### config.mk
export PLATFORM = sky130hd
export DESIGN_NAME = pe_array_sequencer
export DESIGN_NICKNAME = d
export VERILOG_FILES = /design/src/rtl/pe_array_sequencer.sv
export SDC_FILE = /design/constraint.sdc
export NUM_CORES = 1
export LEC_CHECK = 0
export BUFFER_PORTS_ARGS = -buffer_cell sky130_fd_sc_hd__buf_4
export CORE_MARGIN = 2
export CORE_UTILIZATION = 48
export DETAILED_ROUTE_END_ITERATION = 7
export GPL_ROUTABILITY_DRIVEN = 0
export PLACE_DENSITY = 0.74
export SLEW_MARGIN = 20
export SYNTH_ARGS = -nofsm -noshare
export SYNTH_HDL_FRONTEND = slang
export SYNTH_SLANG_ARGS = --single-unit
### constraint.sdc
create_clock -name CLK -period 1.6 [get_ports CLK]
set_clock_uncertainty 0.1 [all_clocks]
set_input_delay 0.24 -clock CLK [delete_from_list [all_inputs] [get_ports CLK]]
set_output_delay 0.24 -clock CLK [all_outputs]
set_load 0.05 [all_outputs]
### src/rtl/pe_array_sequencer.sv
// Sequencer that walks a PE array through LOAD, then MAC / shift-A-left / shift-B-up rounds.
// Every command holds until the array acknowledges it with a two-cycle ready/ack exchange.
module pe_array_sequencer #(
   parameter int unsigned STEP_W        = 8,
   parameter int unsigned ARRAY_SIZE_1D = 4
) (
   input  logic              CLK,
   input  logic              RST,
   input  logic              start,
   input  logic [STEP_W-1:0] num_steps,
   input  logic              abort,
   output logic              busy,
   output logic              done,
   output logic [STEP_W-1:0] step_count,
   output logic [2:0]        command_to_execute,
   output logic [1:0]        shift_direction,
   input  logic              array_ready,
   output logic              array_ack
);

   if (ARRAY_SIZE_1D < 1) begin : g_bad_size
      $error("ARRAY_SIZE_1D must be at least 1");
   end

   typedef enum logic [2:0] {StIdle, StLoad, StMac, StShlA, StShuB, StDone} state_t;

   state_t            r_state;
   state_t            w_adv_state;
   logic [STEP_W-1:0] r_num;
   logic [STEP_W-1:0] r_count;
   logic [2:0]        r_cmd;
   logic [1:0]        r_dir;
   logic              r_ack;
   logic              r_busy;
   logic              r_done;

   function automatic logic [2:0] cmd_of(state_t s);
      case (s)
         StLoad:         return 3'd1;
         StMac:          return 3'd2;
         StShlA, StShuB: return 3'd3;
         default:        return 3'd0;
      endcase
   endfunction

   function automatic logic [1:0] dir_of(state_t s);
      return (s == StShlA) ? 2'd2 : 2'd0;
   endfunction

   // r_count already includes the MAC just accepted when the advance edge arrives.
   always_comb begin
      w_adv_state = StIdle;
      case (r_state)
         StLoad:  w_adv_state = (r_num == '0) ? StDone : StMac;
         StMac:   w_adv_state = (r_count == r_num) ? StDone : StShlA;
         StShlA:  w_adv_state = StShuB;
         StShuB:  w_adv_state = StMac;
         default: w_adv_state = StIdle;
      endcase
   end

   always_ff @(posedge CLK or posedge RST) begin
      if (RST) begin
         r_state <= StIdle;
         r_num   <= '0;
         r_count <= '0;
         r_cmd   <= '0;
         r_dir   <= '0;
         r_ack   <= 1'b0;
         r_busy  <= 1'b0;
         r_done  <= 1'b0;
      end else begin
         r_done <= 1'b0;
         if (r_state != StIdle && abort) begin
            // Abort wins over any pending accept; step_count is left as is.
            r_state <= StIdle;
            r_cmd   <= '0;
            r_dir   <= '0;
            r_ack   <= 1'b0;
            r_busy  <= 1'b0;
         end else begin
            case (r_state)
               StIdle: begin
                  if (start && !abort) begin
                     r_num   <= num_steps;
                     r_count <= '0;
                     r_state <= StLoad;
                     r_cmd   <= cmd_of(StLoad);
                     r_dir   <= dir_of(StLoad);
                     r_busy  <= 1'b1;
                  end
               end
               StDone: begin
                  r_state <= StIdle;
                  r_busy  <= 1'b0;
               end
               default: begin
                  if (r_ack) begin
                     r_ack   <= 1'b0;
                     r_state <= w_adv_state;
                     r_cmd   <= cmd_of(w_adv_state);
                     r_dir   <= dir_of(w_adv_state);
                     r_done  <= (w_adv_state == StDone);
                  end else if (array_ready) begin
                     r_ack <= 1'b1;
                     if (r_state == StMac) r_count <= r_count + STEP_W'(1);
                  end
               end
            endcase
         end
      end
   end

   assign busy               = r_busy;
   assign done               = r_done;
   assign step_count         = r_count;
   assign command_to_execute = r_cmd;
   assign shift_direction    = r_dir;
   assign array_ack          = r_ack;

endmodule

==> results.ini <==
[routing]
top_layer=met4
remaining_drc_errors=0
viasPerCell=5.631
wl_met1_um=1608
wl_met3_um=178
antenna_left=0
post_drt_wl_per_cell_um=15.69
firstDrtPassIters=4
wl_met2_um=2067
finalWirelength_um=3954
dr_total_vias=1419
first_iter_violations=68

[synth]
yosysTopAreaCell=dfrtp_1
ys_ff_latch=25
synth_most_common_cell=nand2_1
ys_seq_area_share_pct=44.01
synth_area_um2=1421
syn_inst=163
synth_commonest_cells=36 x nand2_1, 25 x dfrtp_1, 10 x xor2_1
async_flop_share_pct=100.0
yosysUniqueCellTypes=42
synth-main-ff-cell=dfrtp_1
avgSynthCellArea_um2=8.720
synth_edf_count=0
ys_warn_count=0
netlist.area_leader.share_pct=44.01
yosys-top-cells-area=dfrtp_1 44%, nand2_1 9.5%, xor2_1 6.2%

[layout]
layout.nets=236
drive_above_1_share_pct=42.08
areaGrowthSynthToFinish_pct=46.83
diodes=0
fin_util_pct=75.03

[die]
start_util_pct=51.10
io_pins=29
die-height_um=58.42
floorplan.die_area_um2=3412
core_um2=2781
fp-row-count=19
fp.dieW_um=58.42

[timing]
fmax_mhz=610.2
post-route-period-util_pct=102.4
drv_slew=0
grt_setup_unrepaired=true
setup_ws_ns=-0.03871
timing.hold.ws_ns=0.02082
hold_violations=0
tns_ns=-0.08448
post-route-min-period_ns=1.639
setup_viol=4

[setup_path]
worst_setup_path_start_kind=flop
worst_setup_path_end_kind=flop
cp_max_fo=4
rr_worst_depth=5
crit_arrival_ns=1.80
r2r_setup_slack_ns=-0.04
endpoint=step_count[5]$_DFFE_PP0P_
r2r_start=r_state[0]$_DFFE_PP0P_
r2r-end=step_count[5]$_DFFE_PP0P_
worst_ep_required_time_ns=1.76
worstSetupStartpoint=r_state[0]$_DFFE_PP0P_
path_class=flop to flop

[run]
drv_cap=0

[global_routing]
grt_pass1_wl_um=6361
grt_overflow_total=0
grtUsageTotal_pct=24.64
grt_max_degree=26
grt_pass1_vias=1428
antenna_found_initial=0

[clock_tree]
clock_path_buffers=2
cts_tree=yes
cts_made_buffers=3
clk_pin_slew_ns=0.14
cts.htree.levels=1
root_buffer=clkbuf_4
cts_sinks=25
clock_latency_ns=0.33

[pwr]
vdd_drop_max_uv=1089
power-per-cell-area_nw_per_um2=1481
cellLeakagePower_nw=1.022

[min_path]
hold_depth=3
holdCritPathClass=input port to flop

[outcome]
violations=setup timing
status=finished with violations

[place]
io_buffers=26
hpwl_um=2702

[placed cells by master, fill, tap and decap left out, types with 2 or more instances in the layout]
cell,netlist,routed
a21oi_1,6,4
a21oi_2,0,2
buf_4,2,52
clkbuf_4,0,3
conb_1,1,2
dfrtp_1,25,15
dfrtp_2,0,10
dlygate4sd3_1,0,8
inv_1,8,7
mux2i_1,2,2
nand2_1,36,36
nand3_1,7,5
nand3_2,0,2
nand4_1,3,3
nor2_1,7,4
nor2_2,0,2
nor2b_1,5,4
nor3_1,2,2
nor4_2,0,2
o21ai_0,8,6
or3_1,3,2
or4_4,0,2
xor2_1,10,9
[report_power, final]
group / switching, mW / internal (mW)
clock network: 0.196 / 0.0979
registers: 0.199 / 0.812
logic: 0.943 / 0.842
[how the worst min path moves through the flow]
stage | startpoint | endpoint | slack (ns)
2_1_floorplan | RST | busy$_DFFE_PP0P_ | 0.17
3_3_place_gp | RST | r_num[1]$_DFFE_PP0P_ | 0.22
3_5_place_dp | RST | r_num[1]$_DFFE_PP0P_ | 0.22
4_1_cts | num_steps[0] | r_num[0]$_DFFE_PP0P_ | 0.009
5_1_grt | num_steps[0] | r_num[0]$_DFFE_PP0P_ | 0.02
6_report | num_steps[0] | r_num[0]$_DFFE_PP0P_ | 0.02
[critical path: stages (launching register included)]
cell     delay, ns
dfrtp_1       0.46
nor4b_4       0.26
buf_4         0.19
nand4_4       0.11
or3_1         0.34
a21oi_2       0.12
[per-layer routing]
metal	up-vias	track usage, %
li1	675	-
met1	676	30.21
met2	57	42.86
met3	11	2.857
met4	0	11.96
met5	-	0
[registers in the layout, indices dropped and copies added (netlist names)]
name                count
shift_direction         1
array_ack               1
r_state                 3
busy                    1
step_count              8
done                    1
command_to_execute      2
r_num                   8
[per-stage QoR]
step                      worst slack [ns]  cell area [µm²]  cells  power, mW
after floorplan                 -0.0002720             1465    164      1.901
after global placement            -0.05866             1834    235      2.397
after detailed placement          -0.08478             1834    235      2.435
after CTS                         -0.03949             2034    252      2.963
final                             -0.03871             2087    252      3.090
after global routing               -0.1196             2087    252      3.281
[what timing repair did]
item                                    CTS  global route
buffers inserted                          5             0
gates resized for setup                  14            12
pin swaps                                 6            12
endpoints found under the setup margin    9            11
hold endpoints to repair                 32             0
hold buffers                              8             0
[logic make-up (layout without fill, tap and decap cells)]
| family | Yosys count | after routing | synth area share [%] |
|---|---|---|---|
| compound gates | 29 | 29 | 13.82 |
| xor+xnor | 10 | 10 | 6.162 |
| fa+ha+maj | 1 | 1 | 0.8801 |
| buf+inv | 17 | 74 | 5.194 |
| flops | 25 | 25 | 44.01 |
| mux | 2 | 2 | 1.409 |
| other cells | 1 | 2 | 0.2638 |
| simple gates | 78 | 78 | 28.26 |
[cell type report]
| class | count | area, µm² |
|---|---|---|
| Fill cell | 197 | 694.4 |
| Timing Repair Buffer | 62 | 501.7 |
| Inverter | 8 | 30.03 |
| Clock buffer | 4 | 26.28 |
| Multi-Input combinational cell | 122 | 852.1 |
| Sequential cell | 25 | 638.1 |
| Tap cell | 31 | 38.79 |
(Power assumes the default switching activity.)
